[config.mk]
export PLATFORM = sky130hd
export DESIGN_NAME = ifu_fetch
export DESIGN_NICKNAME = d
export VERILOG_FILES = /design/src/rtl/ifu_fetch.sv
export SDC_FILE = /design/constraint.sdc
export NUM_CORES = 1
export LEC_CHECK = 0
export CORE_UTILIZATION = 45
export CTS_CLUSTER_SIZE = 8
export DETAILED_ROUTE_END_ITERATION = 8
export DONT_BUFFER_PORTS = 1
export HOLD_SLACK_MARGIN = 0.06
export PLACE_DENSITY_LB_ADDON = 0.25
export SLEW_MARGIN = 20
export SYNTH_ARGS = -nofsm -noshare
export SYNTH_HDL_FRONTEND = slang
export SYNTH_SLANG_ARGS = --single-unit
[constraint.sdc]
create_clock -name clk -period 4.9 [get_ports clk]
set_input_delay 0.98 -clock clk [delete_from_list [all_inputs] [get_ports clk]]
set_output_delay 0.98 -clock clk [all_outputs]
set_load 0.01 [all_outputs]
[src/rtl/ifu_fetch.sv]
// Instruction fetch stage: issues one AXI-style read per instruction, handles
// misalignment, bus errors, response timeouts and redirects from the PC stage.
module ifu_fetch #(
  parameter int unsigned MAX_WAIT = 255
) (
  input  logic        clk,
  input  logic        rst,
  input  logic [31:0] pc,
  input  logic        fetch_en,
  input  logic        flush,
  output logic [31:0] araddr,
  output logic        arvalid,
  input  logic        arready,
  input  logic [31:0] rdata,
  input  logic [1:0]  rresp,
  input  logic        rvalid,
  output logic        rready,
  output logic [31:0] inst,
  output logic [31:0] inst_pc,
  output logic [1:0]  inst_err,
  output logic        inst_valid,
  input  logic        inst_ready,
  output logic        pc_update
);

  localparam int unsigned CNT_W = 8;
  localparam logic [CNT_W:0] WAIT_LIM = 9'(MAX_WAIT);

  localparam logic [1:0] ERR_OK      = 2'b00;
  localparam logic [1:0] ERR_ALIGN   = 2'b01;
  localparam logic [1:0] ERR_BUS     = 2'b10;
  localparam logic [1:0] ERR_TIMEOUT = 2'b11;

  typedef enum logic [1:0] {S_IDLE, S_AR, S_R, S_OUT} state_e;

  state_e             state_q, state_d;
  logic [31:0]        araddr_q, araddr_d;
  logic [31:0]        inst_q, inst_d;
  logic [31:0]        inst_pc_q, inst_pc_d;
  logic [1:0]         inst_err_q, inst_err_d;
  logic               pending_q, pending_d;
  logic               kill_q, kill_d;
  logic [CNT_W-1:0]   wait_q, wait_d;
  logic               arvalid_q, arvalid_d;
  logic               rready_q, rready_d;
  logic               inst_valid_q, inst_valid_d;

  logic [CNT_W-1:0]   wait_inc;
  logic               wait_expired;

  // Saturating wait count; expiry fires on the cycle the count would reach MAX_WAIT.
  assign wait_inc     = (wait_q == '1) ? wait_q : wait_q + CNT_W'(1);
  assign wait_expired = (({1'b0, wait_q} + 9'd1) >= WAIT_LIM);

  always_ff @(posedge clk or posedge rst) begin
    if (rst) begin
      state_q      <= S_IDLE;
      araddr_q     <= '0;
      inst_q       <= '0;
      inst_pc_q    <= '0;
      inst_err_q   <= ERR_OK;
      pending_q    <= 1'b0;
      kill_q       <= 1'b0;
      wait_q       <= '0;
      arvalid_q    <= 1'b0;
      rready_q     <= 1'b0;
      inst_valid_q <= 1'b0;
    end else begin
      state_q      <= state_d;
      araddr_q     <= araddr_d;
      inst_q       <= inst_d;
      inst_pc_q    <= inst_pc_d;
      inst_err_q   <= inst_err_d;
      pending_q    <= pending_d;
      kill_q       <= kill_d;
      wait_q       <= wait_d;
      arvalid_q    <= arvalid_d;
      rready_q     <= rready_d;
      inst_valid_q <= inst_valid_d;
    end
  end

  always_comb begin
    state_d    = state_q;
    araddr_d   = araddr_q;
    inst_d     = inst_q;
    inst_pc_d  = inst_pc_q;
    inst_err_d = inst_err_q;
    pending_d  = pending_q;
    kill_d     = kill_q;
    wait_d     = wait_q;
    pc_update  = 1'b0;

    // An orphaned response is swallowed by the first rvalid seen while pending.
    if (pending_q && rvalid) begin
      pending_d = 1'b0;
    end

    unique case (state_q)
      S_IDLE: begin
        if (fetch_en && !flush && !pending_q) begin
          araddr_d  = pc;
          inst_pc_d = pc;
          if (pc[1:0] == 2'b00) begin
            state_d = S_AR;
          end else begin
            inst_d     = '0;
            inst_err_d = ERR_ALIGN;
            state_d    = S_OUT;
          end
        end
      end
      S_AR: begin
        if (flush) begin
          kill_d = 1'b1;
        end
        if (arready) begin
          kill_d = 1'b0;
          wait_d = '0;
          if (kill_q || flush) begin
            pending_d = 1'b1;
            state_d   = S_IDLE;
          end else begin
            state_d = S_R;
          end
        end
      end
      S_R: begin
        if (rvalid) begin
          // A response arriving with a flush is consumed here, so nothing is left owing.
          if (flush) begin
            state_d = S_IDLE;
          end else begin
            inst_d     = rdata;
            inst_err_d = (rresp != 2'b00) ? ERR_BUS : ERR_OK;
            state_d    = S_OUT;
          end
        end else if (flush) begin
          pending_d = 1'b1;
          state_d   = S_IDLE;
        end else begin
          wait_d = wait_inc;
          if (wait_expired) begin
            inst_d     = '0;
            inst_err_d = ERR_TIMEOUT;
            pending_d  = 1'b1;
            state_d    = S_OUT;
          end
        end
      end
      S_OUT: begin
        if (flush) begin
          state_d = S_IDLE;
        end else if (inst_ready) begin
          pc_update = 1'b1;
          state_d   = S_IDLE;
        end
      end
      default: state_d = S_IDLE;
    endcase

    arvalid_d    = (state_d == S_AR);
    rready_d     = (state_d == S_R) || pending_d;
    inst_valid_d = (state_d == S_OUT);
  end

  assign araddr     = araddr_q;
  assign arvalid    = arvalid_q;
  assign rready     = rready_q;
  assign inst       = inst_q;
  assign inst_pc    = inst_pc_q;
  assign inst_err   = inst_err_q;
  assign inst_valid = inst_valid_q;

endmodule

After elaboration in Yosys (flattened, before gate mapping)
Index checks and enable logic that the tools add are counted.
{ "classes": {"div_mod_pow": 0, "n_eq_ne": 14, "order_cmp": 1, "n_mul": 0, "n_bitwise": 0, "shift": 0, "addsub": 2, "mux": 43, "reduce_logical": 17} }
{ "ops": {"columns": ["operator", "count"], "rows": [
  ["$mux 32", 6],
  ["$pmux 32 s2", 1],
  ["$mux 2", 17],
  ["$mux 8", 4],
  ["$pmux 8 s2", 1],
  ["$ne 2x2->1 const B", 6],
  ["$mux 1", 11],
  ["$reduce_and 5->1", 2],
  ["$add 8x1->9 const B", 1],
  ["$ge 9x8->1 const B", 1],
  ["$add 8x1->8 const B", 1],
  ["$eq 2x2->1 const B", 4],
  ["$eq 8x8->1 const B", 1],
  ["$pmux 2 s4", 1],
  ["$reduce_bool 2->1", 4],
  ["$eq 2x1->1 const B", 2],
  ["$logic_not 2->1", 2],
  ["$pmux 2 s2", 1],
  ["$reduce_and 2->1", 2],
  ["$logic_and 1x1->1", 3],
  ["$ne 3x3->1 const B", 1],
  ["$logic_not 1->1", 2],
  ["$logic_or 1x1->1", 2],
  ["$pmux 1 s2", 1]
]} }
{ "word_totals": {"word_cells": 87, "latch_bits": 0, "ramBits": 0, "n_memories": 0, "input_bits": 73, "regBits": 81, "mem_bits_ro": 0, "out_inout_bits": 102} }

Longest topological paths before layout
Gate-level depths: netlist of run 1.
{ "depth": {"ltp_word": 8, "depth_mapped": 10, "ltp_nobuf": 8} }

Worst setup path before layout of run 1
Ideal clock, no wire load.
{ "synth_timing": {"path_kind": "input to register", "start": "input port flush", "end": "register inst_q[10] (netlist: inst[10])", "t_required_ns": 4.779, "setup_ns": 0.121, "path_buffers": 2, "path_stages": 7, "setup_slack_ns": 2.197, "arrival_ns": 2.582, "cell_sequence": "clkbuf_1 > or3b_1 > o21bai_1 > or3_1 > o21a_4 > buf_6 > a22o_1"} }
{ "synth_via": {"elab_chain_len": 5, "word_cells_on_any_way": 6, "classes_between": "eq/ne: 2; reduce/logical: 4"} }
{ "synth_rtl": {"columns": ["element", "line_no", "rtl"], "rows": [
  ["start: declaration", "10", "input logic flush,"],
  ["$logic_not 1->1", "101", "if (fetch_en && !flush && !pending_q) begin"],
  ["$logic_and 1x1->1 (2 in a row)", "101", null],
  ["$ne 2x2->1 (no line)", null, null],
  ["$reduce_and 5->1 (no line) *", null, null],
  ["end signal: assignment", "71", "inst_q <= inst_d;"],
  ["end: declaration", "38", "logic [31:0] inst_q, inst_d;"]
]} }
Mark *: on every way between the ends. The rest lies on a longest branch, timed or not.
A chain may end at the register's enable or synchronous reset.

Worst setup path in the final report of run 1
{ "layout_timing": {"start": "input port flush", "end": "register inst_q[13] (netlist: inst[13])"} }
The elaborated chain is that of the path after synthesis.

==> run summary, run 1 <==
Die area: 8700 sq um
Die height: 93.3 um
Leak: 1.71 nW
Sequential element share of the synthesized area: 0.541
Drt first pass iters: 4
Nets: 356
Cell Pwr Density: 571 nW/um^2
M3 GR Usage: 0.0667
Ant diodes: 0
M1 GR Usage: 0.196
Clock buffer depth: 2
ANT nets after route: 0
Global route total overflow: 0
Slew headroom: 0.525
# fillers: 724
Crit. End Element: flip-flop
Peak supply drop: 0.147 mV
H-tree Lvls: 3
Non-filler instance count after layout: 383
RR Endpoint: inst[11]$_DFFE_PP0P_
Global-route wire length before repair: 10,600 um
Initial Util: 0.475
Synth Cell Area: 3750 sq um
Register-to-Register Setup Slack: 2.44 ns
Post-CTS Resized: 0
CP Data Arrival Time: 2.75 ns
Asr flop ratio synth: 1.00
CTS tree: built
FMAX: 407 MHz
Syn avg cell area: 12.1 sq um
Max-slew violation count: 0
Vias per Instance: 5.76
Worst slew pin tran: 0.712 ns
Final wirelength: 6930 um
Final TNS setup: 0 ns
Sink Count: 81
Die Wd: 93.3 um
GR Util met2: 0.263
Worst r2r src: wait_q[0]$_DFFE_PP0P_
CTS clk-pin slew, worst paths: 0.09 ns
Synth warnings: 0
Dpl ws: 1.71 ns
Core area: 7890 sq um
#FFs+latches synth: 81
Ys flop type: dfrtp_1
Detailed Place HPWL: 4920 um
Status: completed
# port buffers: 0
Share of post-route cells with drive strength above 1: 0.214
RSZ-0062 raised after global routing: no
Rows: 32
Synth area leader: dfrtp_1
IO Pins: 175
Post-synthesis net count: 389
Hold Vio Cnt, Final: 0
Number of buffers created by CTS: 9
Cells on worst reg2reg path: 7
P&R area growth vs syn: 1.37%
DR WL/cell: 18.1 um
Critical path peak fanout: 23
GPL Wtd Cong: 0.768
Max-Cap Viols: 0
Placed cells: 366
Clock root cell: clkbuf_8
Startpoint type of the worst setup path: input pin
Post-synth cell types: 47
Initial detailed-routing violation count: 57
Post-Syn Instances: 309
Antenna violations before repair: 0
Largest net degree at the start of global routing: 59
Final setup fails: 0
Synth top area share: 0.541
Top Usage Layer GRT: met2
Vias in the first global route: 2,063
Hold_buf cts: 0
Synth area leaders: dfrtp_1 (54%), mux2_2 (9.6%), a22o_1 (8.2%)
GRT Util Overall: 0.162
Postcts setup bufs: 0
Hold Crit Class: input pin to async pin
Clk_lat worst skew: 0.35 ns
Post-synth EDFFs: 0
Vias: 2,207
Final min period: 2.46 ns
Drc violations: 0
Final Skew: 0.0136 ns
Final Cycle Share: 0.502
Crit path kind: input pin to flip-flop
Required time of the critical path: 5.19 ns
Post-route setup slack: 2.44 ns
[cells in the final DEF, fill, tap and decap left out, drive strengths merged, types with 2 or more instances in the layout]
cell type and count:
a21o 5, a21oi 8, a22o 35, buf 4
clkbuf 9, clkinvlp 2, dfrtp 81, ha 7
inv 14, mux2 32, mux2i 2, nand2 13
nand3 6, nand3b 3, nor2 5, nor2b 4
nor3 5, nor3b 3, o21ai 12, o21bai 3
o31ai 4, or3 3
[cells in the mapped netlist (all sizes together) (2+ instances only)]
master / count
o31ai: 4
nor3: 5
o21ai: 12
inv: 11
nor2: 5
dfrtp: 81
nor2b: 4
ha: 7
or3: 3
nand2: 13
a21o: 5
nand3: 6
mux2i: 2
clkbuf: 7
nor3b: 3
mux2: 32
buf: 41
nand3b: 3
a21oi: 8
a22o: 35
o21bai: 3
[area by class of cell]
class | instances | area, sq um | area share
tap | 102 | 128 | 0.0336
inverter | 11 | 42.5 | 0.0112
clock inverter | 7 | 82.6 | 0.0217
multi-input combinational | 169 | 1360 | 0.358
sequential | 81 | 2030 | 0.533
timing repair buffer | 4 | 37.5 | 0.00988
clock buffer | 9 | 124 | 0.0326
[per-layer routing]
metal  wire [um]  vias up
met1        2870     1047
met4          99        0
met3         606       11
met2        3350      133
met5           0        -
li1            -     1016
[cells by family after synthesis]
kind of cell               synth area share
AOI/OAI and AO/OA                     0.158
adders and majority gates            0.0234
buffers and inverters                0.0991
DFF                                   0.541
muxes                                 0.101
and+or+nand+nor                      0.0774
[sequential cells by signal, indices dropped and copies added, names as in the netlist, 2 cells and up]
| signal | flops |
|---|---|
| inst | 32 |
| inst_pc | 32 |
| wait_q | 8 |
| inst_err | 2 |
| state_q | 2 |
[worst max-delay path by stage]
stage	slack, ns	start	endpoint	cells past startpoint
3_3_place_gp	1.80	flush	inst[22]$_DFFE_PP0P_	5
2_1_floorplan	1.84	rst	arvalid$_DFF_PP0_	1
5_1_grt	2.21	wait_q[0]$_DFFE_PP0P_	inst[14]$_DFFE_PP0P_	7
6_report	2.44	flush	inst[13]$_DFFE_PP0P_	6
3_5_place_dp	1.71	flush	inst[23]$_DFFE_PP0P_	5
4_1_cts	2.09	flush	inst[26]$_DFFE_PP0P_	5
[stage by stage]
step,utilization,hold WS [ns],instance area (sq um),total power (W)
2_1_floorplan,-,0.479,3750,0.00175
3_3_place_gp,0.454,0.516,3580,0.00168
3_5_place_dp,0.454,0.511,3580,0.00170
4_1_cts,0.480,0.458,3780,0.00220
5_1_grt,0.482,0.465,3800,0.00232
6_report,0.482,0.467,3800,0.00217
[report_power, final]
group          switching, W  total (W)  internal (W)
Sequential         0.000345    0.00121      0.000865
Combinational      0.000230   0.000461      0.000230
Clock              0.000256   0.000500      0.000244
Total              0.000831    0.00217       0.00134
[critical path: stages]
cell and delay, ns:
or3b_1 0.44, o21bai_1 0.25, a21o_1 0.27, nor3_4 0.41, buf_8 0.24, a22o_1 0.15
(Power assumes the default switching activity.)
==> inputs of run 2 (changes only) <==
==> constraint.sdc (replaced) <==
create_clock -name clk -period 2.1 [get_ports clk]
set_input_delay 0.42 -clock clk [delete_from_list [all_inputs] [get_ports clk]]
set_output_delay 0.42 -clock clk [all_outputs]
set_load 0.01 [all_outputs]
==> run 2 against run 1 <==
Against the previous run:
- clock power grew to 2.6 times the previous value
- core utilization is 7.6 points higher
- worst setup slack lost 2.4 ns
- critical path depth grew 2
- via count is 10% higher
- hold slack worse by 0.32 ns
- largest power group unchanged
- highest routed layer unchanged
==> run summary, run 2 (synthesis results as in run 1) <==
Worst Setup SP: wait_q[4]$_DFFE_PP0P_
# port buffers: 0
Drt first pass iters: 4
FMAX: 478 MHz
Worst slew pin tran: 0.353 ns
CP Data Arrival Time: 2.32 ns
Critical-path top delay cell: or4b_1
Initial detailed-routing violation count: 63
Post-route cell area: 4400 sq um
Max-Cap Viols: 0
Crit. End Element: flip-flop
Most frequent cells in the layout: dfrtp_1 (78), a22o_1 (35), mux2_2 (32), buf_4 (31), nand2_1 (12)
Critical hold path startpoint: arready
Critical path, cell by cell: nand3_2 -> or4b_1 -> a32oi_2 -> a21oi_4 -> buf_6 -> buf_6 -> o211ai_1 -> o41ai_2
Number of buffers created by CTS: 9
Startpoint type of the worst setup path: flip-flop
CTS tree: built
Nets: 395
H-tree Lvls: 3
DR WL/cell: 19.5 um
CTS clk-pin slew, worst paths: 0.09 ns
Hold Vio Cnt, Final: 0
Final setup fails: 0
Antenna violations before repair: 0
Ant diodes: 0
Die height: 93.3 um
Largest net degree at the start of global routing: 52
Crit path top cell by count: buf_6
Rows: 32
Clk_lat worst skew: 0.35 ns
Area post-placement: 3840 sq um
Clock buffer depth: 2
ANT nets after route: 0
Placed cells: 391
Crit path kind: flip-flop to flip-flop
Required time of the critical path: 2.33 ns
Die area: 8700 sq um
RSZ-0062 raised after global routing: yes
GPL Wtd Cong: 0.794
CP max stage delay: 0.53 ns
Final Cycle Share: 0.997
Vias per Instance: 5.78
Crit path max-delay family: compound AO/OA/AOI/OAI gates
Most common cell after layout, fill and taps aside: dfrtp_1
Slew headroom: 0.763
Detailed Place HPWL: 5300 um
Share of post-route cells with drive strength above 1: 0.384
Global route total overflow: 0
Max-slew violation count: 0
Final Skew: 0.0125 ns
WP buf/inv: 2
Core area: 7890 sq um
Die Wd: 93.3 um
Final TNS setup: 0 ns
Peak supply drop: 0.454 mV
Leak: 1.96 nW
Clock root cell: clkbuf_8
Cell Pwr Density: 1260 nW/um^2
Sink Count: 81
Initial Util: 0.475
Final min period: 2.09 ns
P&R area growth vs syn: 17.3%
Vias: 2,438
IO Pins: 175
Worst r2r src: wait_q[4]$_DFFE_PP0P_
Hold Crit Class: input pin to flip-flop
Non-filler instance count after layout: 422
GRT Util Overall: 0.179
Critical path peak fanout: 5
Drc violations: 0
Vias in the first global route: 2,284
Final wirelength: 8250 um
Global-route wire length before repair: 11,700 um
Status: completed
==> run 2: per-layer routing <==
metal  vias to the layer above  track usage  share of wire
li1                       1097            -              -
met1                      1201        0.212           0.40
met2                       130        0.309           0.52
met3                        10       0.0496          0.065
met4                         0       0.0667          0.012
met5                         -            0              0
==> run 2: path summary, 6_finish.rpt <==
path,slack (ns),endpoint,cells past startpoint
worst max-delay path,0.007,inst_err[1]$_DFFE_PP0P_,8
worst min-delay path,0.15,kill_q$_DFFE_PP0P_,1
worst max register to register,0.007,inst_err[1]$_DFFE_PP0P_,8
worst min register to register,0.56,wait_q[7]$_DFFE_PP0P_,1
max in group asynchronous,1.20,wait_q[1]$_DFFE_PP0P_,3
min in group asynchronous,0.61,inst_pc[1]$_DFFE_PP0P_,3
==> run 2: report_power, final <==
part | internal (W) | switching [W]
Sequential | 0.00202 | 0.000795
Clock | 0.000695 | 0.000614
Combinational | 0.000745 | 0.000653
==> run 2: layout make-up <==
| class | instances | area [sq um] |
|---|---|---|
| Clock inverter | 7 | 106 |
| Inverter | 11 | 45.0 |
| Fill cell | 661 | 3490 |
| Tap cell | 102 | 128 |
| Sequential cell | 81 | 2030 |
| Clock buffer | 9 | 124 |
| Timing Repair Buffer | 42 | 427 |
| Multi-Input combinational cell | 170 | 1540 |
==> run 2: through the flow <==
step	power [W]	hold WS, ns	setup WS (ns)	utilization
after floorplan	0.00410	0.479	0.00296	-
after global placement	0.00405	0.372	-0.0492	0.487
after detailed placement	0.00410	0.373	-0.105	0.487
after CTS	0.00545	0.133	0.0126	0.524
after global routing	0.00586	0.141	-0.0663	0.557
final	0.00552	0.149	0.00654	0.557
==> run 2: timing repair <==
| item | CTS | global route |
|---|---|---|
| pin swaps | 2 | 34 |
| endpoints found under the hold margin | 81 | 0 |
| hold buffers | 1 | 0 |
| gates resized for setup | 9 | 26 |
| buffers inserted | 2 | 9 |
| setup endpoints to repair | 36 | 38 |
| cloned | 1 | 2 |
==> inputs of run 3 (changes only) <==
--- a/config.mk
+++ b/config.mk
@@ -11,6 +11,7 @@
 export DONT_BUFFER_PORTS = 1
 export HOLD_SLACK_MARGIN = 0.06
 export PLACE_DENSITY_LB_ADDON = 0.25
+export SKIP_LAST_GASP = 1
 export SLEW_MARGIN = 20
 export SYNTH_ARGS = -nofsm -noshare
 export SYNTH_HDL_FRONTEND = slang
==> run 3 against run 2 <==
Against the previous run:
- first-iteration DRC count decreased by 25%
- global-route usage did not move
- die area unchanged
- final area about the same
==> run summary, run 3 (synthesis results as in run 1) <==
Final TNS setup: 0 ns
Global-route wire length before repair: 11,700 um
GPL Wtd Cong: 0.794
Required time of the critical path: 2.33 ns
Clk_lat worst skew: 0.35 ns
Die height: 93.3 um
Clock buffer depth: 2
Detailed Place HPWL: 5300 um
Worst slew pin tran: 0.357 ns
Slew headroom: 0.760
CP max stage delay: 0.53 ns
Peak supply drop: 0.452 mV
Die Wd: 93.3 um
Final min period: 2.09 ns
CP Data Arrival Time: 2.32 ns
H-tree Lvls: 3
Drc violations: 0
Initial detailed-routing violation count: 47
WP buf/inv: 2
GRT Util Overall: 0.179
Crit path max-delay family: compound AO/OA/AOI/OAI gates
Clock root cell: clkbuf_8
# port buffers: 0
Final setup fails: 0
Ant diodes: 0
RSZ-0062 raised after global routing: yes
FMAX: 478 MHz
Final Skew: 0.0143 ns
Antenna violations before repair: 0
CTS tree: built
Drt first pass iters: 4
Hold Crit Class: input pin to flip-flop
IO Pins: 175
Register-to-Register Setup Slack: 0.007 ns
Cell Pwr Density: 1250 nW/um^2
Nets: 395
Vias per Instance: 5.73
Global route total overflow: 0
Rows: 32
Max-Cap Viols: 0
Util after Layout: 0.557
Core area: 7890 sq um
Vias: 2,419
Hold Vio Cnt, Final: 0
Max-slew violation count: 0
Final Cycle Share: 0.997
Most common cell after layout, fill and taps aside: dfrtp_1
CTS clk-pin slew, worst paths: 0.09 ns
DR WL/cell: 19.6 um
Area post-placement: 3840 sq um
Critical path, cell by cell: nand3_2 -> or4b_1 -> a32oi_2 -> a21oi_4 -> buf_6 -> buf_6 -> o211ai_1 -> o41ai_2
P&R area growth vs syn: 17.2%
Crit path kind: flip-flop to flip-flop
Most frequent cells in the layout: dfrtp_1 (78), a22o_1 (35), mux2_2 (32), buf_4 (32), nand2_1 (12)
Final wirelength: 8260 um
Crit. End Element: flip-flop
Startpoint type of the worst setup path: flip-flop
ANT nets after route: 0
Crit path top cell by count: buf_6
Vias in the first global route: 2,284
Critical path peak fanout: 5
Sink Count: 81
Share of post-route cells with drive strength above 1: 0.384
Post-route cell area: 4390 sq um
Die area: 8700 sq um
Status: completed
Largest net degree at the start of global routing: 52
Initial Util: 0.475
Critical-path top delay cell: or4b_1
Leak: 1.96 nW
Number of buffers created by CTS: 9
[run 3: cell counts in the layout (fill, tap and decap cells not counted)]
No cell type changed its count.
[run 3: stage by stage]
stage / hold WS, ns / setup slack, ns / instances / total power, W
floorplan: 0.479 / 0.00296 / 309 / 0.00410
global placement: 0.372 / -0.0492 / 391 / 0.00405
CTS: 0.133 / 0.0126 / 411 / 0.00545
finish: 0.149 / 0.00670 / 422 / 0.00551
global route: 0.141 / -0.0663 / 422 / 0.00585
detailed placement: 0.373 / -0.105 / 391 / 0.00410
[run 3: final cells by class]
| class | count | area, sq um |
|---|---|---|
| repair buffers | 42 | 423 |
| flip-flops and latches | 81 | 2030 |
| multi-input cells | 170 | 1540 |
| inverters | 11 | 45.0 |
| well taps | 102 | 128 |
| clock inverters | 7 | 106 |
| fillers | 662 | 3490 |
| clock buffers | 9 | 124 |
[run 3: per-layer routing]
layer  GRT usage  up-vias  share of wire
li1            -     1098              -
met1       0.212     1184           0.41
met2       0.309      128           0.52
met3      0.0496        9          0.063
met4      0.0667        0         0.0071
met5           0        -              0
[run 3: final timing paths]
path | startpoint | cells past startpoint | endpoint
min in group asynchronous | rst | 3 | inst_pc[1]$_DFFE_PP0P_
max reg2reg | wait_q[4]$_DFFE_PP0P_ | 8 | inst_err[1]$_DFFE_PP0P_
min reg2reg | wait_q[7]$_DFFE_PP0P_ | 1 | wait_q[7]$_DFFE_PP0P_
max | wait_q[4]$_DFFE_PP0P_ | 8 | inst_err[1]$_DFFE_PP0P_
max in group asynchronous | rst | 3 | wait_q[1]$_DFFE_PP0P_
min | arready | 1 | kill_q$_DFFE_PP0P_
[run 3: what timing repair did]
action | CTS | global route
buffers inserted | 2 | 9
endpoints found under the hold margin | 81 | 0
gates resized for setup | 9 | 25
cloned | 1 | 2
hold buffers | 1 | 0
pin swaps | 2 | 11
endpoints found under the setup margin | 36 | 38
[run 3: power by group]
part	internal, W	switching (W)	leakage, nW
Combinational	0.000733	0.000653	0.802
Clock	0.000695	0.000615	0.117
Sequential	0.00202	0.000795	1.04
==> variant 1 (flow settings as in run 2) <==
Re-encode `state_e` (4 states) as one-hot, 4 bits wide.
--- a/src/rtl/ifu_fetch.sv
+++ b/src/rtl/ifu_fetch.sv
@@ -33,3 +33,3 @@
 
-  typedef enum logic [1:0] {S_IDLE, S_AR, S_R, S_OUT} state_e;
+  typedef enum logic [3:0] {S_IDLE = 4'b0001, S_AR = 4'b0010, S_R = 4'b0100, S_OUT = 4'b1000} state_e;
 
Behaviour: no difference found for any inputs over 4 cycles, from zero or initial values and one cycle with rst high; so few cycles prove little.
==> variant 1 against run 2 <==
First-iteration DRC count increased by 76%; clock power decreased by 15%; power decreased by 18%; sequential share of layout area increased by 4.8 points; utilization decreased by 5.8 points; sequential cell count increased by 2; die area increased by 1.2%; count of clock-buffer cells in the layout unchanged; routed wire length decreased by 4.9%; area after synthesis increased by 1.2%; cell area decreased by 7.2%; worst setup slack improved by 0.090 ns.
==> variant 1: results (changes against run 2) <==
detailed_routing:
  total_met2_wirelength_after_detailed_routing_mm: 3.830  # was 4.285 mm
  dr.first_iter.drc_count: 111  # was 63
  detail_route.wirelength_mm: 7.844  # was 8.246 mm
  met3RoutedLength_microns: 587  # was 540 microns
  top_signal_layer_used: "met4"  # unchanged
  detail_route.vias_per_cell: 5.667  # was 5.777
  detail_route.first_pass.iterations: 4  # unchanged
  route.layer.met1.wl_mm: 3.318  # was 3.324 mm
placed_design:
  post-dp-hpwl_mm: 5.396  # was 5.305 mm
  routabilityCongestion: 0.8105  # was 0.7940
  portBuffers: 0  # unchanged
hold_path:
  hold_end: "kill_q"  # unchanged
  hp-class: "in -> reg"  # unchanged
  hold_depth: 1  # unchanged
  hold_start: "arready"  # unchanged
logic_synthesis:
  postSynthNetCount: 382  # was 389
  synth-seq-area-share: 0.5478  # was 0.5407
  ys.flop_type: "dfrtp_1"  # unchanged
  yosys_warnings: 0  # unchanged
  synth_async_sr_flop_share: 1.000  # unchanged
  commonest_cells_in_the_netlist: "82 x dfrtp_1, 33 x buf_4, 32 x a22o_1, 32 x mux2_2"  # was 81 x dfrtp_1, 35 x a22o_1, 32 x buf_4, 32 x mux2_2, 13 x nand2_1
  netlist_top_cells_area: "dfrtp_1 54%, mux2_2 9.5%, a22o_1 7.4%"  # was dfrtp_1 54%, mux2_2 9.6%, a22o_1 8.2%
  library_cells_used_by_synthesis: 50  # was 47
cts:
  clk_pin_slew_worst_paths_ns: 0.09  # about the same
  holdBufCountCts: 1  # unchanged
  cts-root-to-sink-buffers: 2  # unchanged
  cts_setup_buffers: 2  # unchanged
  clock_tree.htree_level_count: 3  # unchanged
  cts_inserted_buffers: 9  # unchanged
  post_cts_resized: 3  # was 9
  worst_skew_pair_later_pin_latency_ns: 0.36
  cts-root-buf: "clkbuf_8"  # unchanged
setup_path:
  critical_path_class: "reg -> reg"  # unchanged
  length_in_cells_of_the_worst_reg_to_reg_path: 9  # was 8
  worst_reg2reg_setup_slack_ns: 0.1  # was 0.007 ns
  cp-endpoint: "inst_err[1]"  # unchanged
  r2r_start: "wait_q[0]"  # was wait_q[4]
  critical_path_peak_fanout: 17  # was 5
grt:
  pin_count_of_the_biggest_net_entering_global_routing: 46  # was 52
  grt_pass1_vias: 2338  # was 2,284
  antenna_found_initial: 0  # unchanged
  grt.overflow.total: 0  # unchanged
  gr-usage-all-layers: 0.1761  # was 0.1789
  grt_pass1_wl_mm: 11.75  # was 11.65 mm
finish:
  final_layout_size_suffix_gt1_frac: 0.3301  # was 0.3844
  antenna-diode-count: 0  # unchanged
  filler_cell_count: 752  # was 661
power_and_ir_drop:
  p_sw_mw: 1.669  # was 2.061 mW
  total_leakage_power_nw: 1.838  # was 1.964 nW
  worst_case_vdd_ir_drop_mv: 0.5756  # was 0.4541 mV
status:
  outcome: "completed"  # unchanged
timing:
  max_slew.worst_pin.slew_ns: 0.5777  # was 0.3527 ns
  worst_clock_skew_ns: 0.01077  # was 0.01252 ns
==> variant 1: layout make-up <==
class,count,area share
flip-flops and latches,83,0.5095
multi-input cells,168,0.3344
repair buffers,33,0.07055
well taps,105,0.03221
clock buffers,9,0.03037
clock inverters,7,0.01656
inverters,6,0.006442
==> variant 1: worst max-delay path, cell delays in order (launching register included) <==
cell and delay, ns:
dfrtp_1 0.43, ha_2 0.19, buf_4 0.15, a21oi_2 0.10, o211ai_1 0.13, a221oi_2 0.26
and2_4 0.23, o21ai_4 0.06, buf_12 0.15, a32o_1 0.20
==> variant 1: power groups by stage <==
stage	clock network (mW)	registers (mW)	logic, mW
global route	1.23	2.76	0.816
floorplan	0	2.42	1.21
CTS	1.17	2.68	0.725
detailed placement	0	2.71	0.701
global placement	0	2.70	0.671
finish	1.12	2.69	0.731
==> variant 1: logic make-up after synthesis <==
family / after synthesis / synth area share
multiplexers: 32 / 0.09499
adder cells (fa/ha/maj): 2 / 0.006595
XOR/XNOR: 2 / 0.004618
flip-flops: 83 / 0.5478
AO/OA/AOI/OAI: 77 / 0.1530
buffers and inverters: 57 / 0.1078
AND/OR/NAND/NOR: 54 / 0.08510
==> variant 1: metal layers <==
metal,up-vias,track usage
li1,1061,-
met1,1145,0.2280
met2,112,0.2828
met3,11,0.04369
met4,0,0.06795
met5,-,0
==> variant 1: through the flow <==
step / instance area (sq um) / utilization / hold WS, ns / instances / setup WS [ns]
after CTS: 4020 / 0.4917 / 0.1220 / 410 / 0.003826
after global placement: 3772 / 0.4614 / 0.4514 / 390 / -0.1902
after detailed placement: 3772 / 0.4614 / 0.4593 / 390 / -0.2578
final: 4079 / 0.4989 / 0.1371 / 411 / 0.09657
after global routing: 4079 / 0.4989 / 0.1235 / 411 / -0.009387
after floorplan: 3797 / - / 0.4696 / 307 / 0.04540
==> variant 2 (config.mk and constraints of run 2) <==
Made on the original files. `CNT_W`: 8 -> 10.
--- a/src/rtl/ifu_fetch.sv
+++ b/src/rtl/ifu_fetch.sv
@@ -25,3 +25,3 @@
 
-  localparam int unsigned CNT_W = 8;
+  localparam int unsigned CNT_W = 10;
   localparam logic [CNT_W:0] WAIT_LIM = 9'(MAX_WAIT);
Check against the original RTL: no difference found for any inputs over 4 cycles, from zero or initial values and one cycle with rst high; that may be too few to reach the edited logic, so the function may still have changed.
==> variant 2 against run 2 <==
Cell area fell by 6.8%; highest routed layer unchanged; worst setup slack improved by 0.073 ns; routed wire length fell by 4.1%; sequential share of layout area rose by 4.5 points; power rose by 11%; area after synthesis rose by 4.2%; first-iteration DRC count rose by 84%; largest cell class unchanged; sequential cell count rose by 2; critical path type unchanged; maximum frequency rose by 3.6%.
==> variant 2: results (changes against run 2) <==
status:
  outcome: "completed"  # unchanged
finish:
  multi_input_gates: 178  # was 170
  seq_share: 0.5067  # was 0.4619
  filler_cell_count: 723  # was 661
  buffer_area_frac: 0.04640  # was 0.09704
  final_cells: 414  # was 422
  area_growth_pct: 4.966  # was 17.29%
  final_layout_size_suffix_gt1_frac: 0.2589  # was 0.3844
  clock_cell_area_share: 0.04792  # was 0.05236
  finalNetCount: 384  # was 395
  count_of_non_cts_inverters_in_the_layout: 12  # was 11
detailed_routing:
  detail_route.vias_per_cell: 5.819  # was 5.777
  route.layer.met1.wl_mm: 3.404  # was 3.324 mm
  met3RoutedLength_microns: 582  # was 540 microns
  total_met2_wirelength_after_detailed_routing_mm: 3.801  # was 4.285 mm
grt:
  pin_count_of_the_biggest_net_entering_global_routing: 84  # was 52
  global_route.usage.met3: 0.04864  # was 0.04959
  grt_pass1_wl_mm: 11.76  # was 11.65 mm
  grt_pass1_vias: 2286  # was 2,284
  global_route.usage.met2: 0.2673  # was 0.3088
logic_synthesis:
  synth.ff_latch_count: 83  # was 81
  synth.area.mux_share: 0.09484  # was 0.1015
  synth-compound-area-share: 0.1660  # was 0.1579
  synth-seq-area-share: 0.5319  # was 0.5407
  synth_adder_area_share: 0.02243  # was 0.02336
  commonest_cells_in_the_netlist: "83 x dfrtp_1, 35 x buf_4, 34 x a22o_1, 32 x mux2_2, 18 x nand2_1"  # was 81 x dfrtp_1, 35 x a22o_1, 32 x buf_4, 32 x mux2_2, 13 x nand2_1
timing:
  final.period_utilization: 0.9623  # was 0.9969
  max_slew.worst_pin.slew_ns: 0.4501  # was 0.3527 ns
  timing.hold.ws_ns: 0.1385  # was 0.1490 ns
power_and_ir_drop:
  clk-power_mw: 1.12  # was 1.31 mW
  swShare: 0.4086  # was 0.3734
  total_leakage_power_nw: 1.806  # was 1.964 nW
placed_design:
  dpl_cell_area_sq_um: 3860  # was 3837 sq um
  post-dp-hpwl_mm: 5.542  # was 5.305 mm
  routabilityCongestion: 0.8235  # was 0.7940
  place_ws_ns: 0.09986  # was -0.1054 ns
setup_path:
  r2r-end: "inst[1]"  # was inst_err[1]
  critPathArrivalTime_ns: 2.26  # was 2.32 ns
  critical_path_peak_fanout: 33  # was 5
  startpoint: "wait_q[0]"  # was wait_q[4]
  worst_reg2reg_setup_slack_ns: 0.08  # was 0.007 ns
cts:
  cts_setup_buffers: 0  # was 2
variant 2: changes by cell type in the layout (fill, tap and decap cells not counted), moves of 4 or more:
cell / change
buf_4: -15
nand2_1: +6
dfrtp_1: +5
inv_6: -4
variant 2: how the worst min path moves through the flow:
stage	end	slack (ns)	depth (start not counted)
global placement	inst_pc[31]	0.45	2
floorplan	wait_q[1]	0.50	2
detailed placement	inst_pc[31]	0.45	2
finish	kill_q	0.14	1
global route	kill_q	0.13	1
CTS	kill_q	0.12	1
variant 2: worst max-delay path, stage by stage, from the launching register on:
cell	delay, ns
dfrtp_1	0.42
ha_1	0.25
and3_1	0.22
and4_1	0.23
o221ai_4	0.30
a21oi_4	0.10
buf_12	0.17
a22o_1	0.19
variant 2: repair_timing:
item,in CTS,in global routing
gates resized for setup,0,8
hold endpoints to repair,27,0
setup endpoints to repair,0,8
hold buffers,1,0
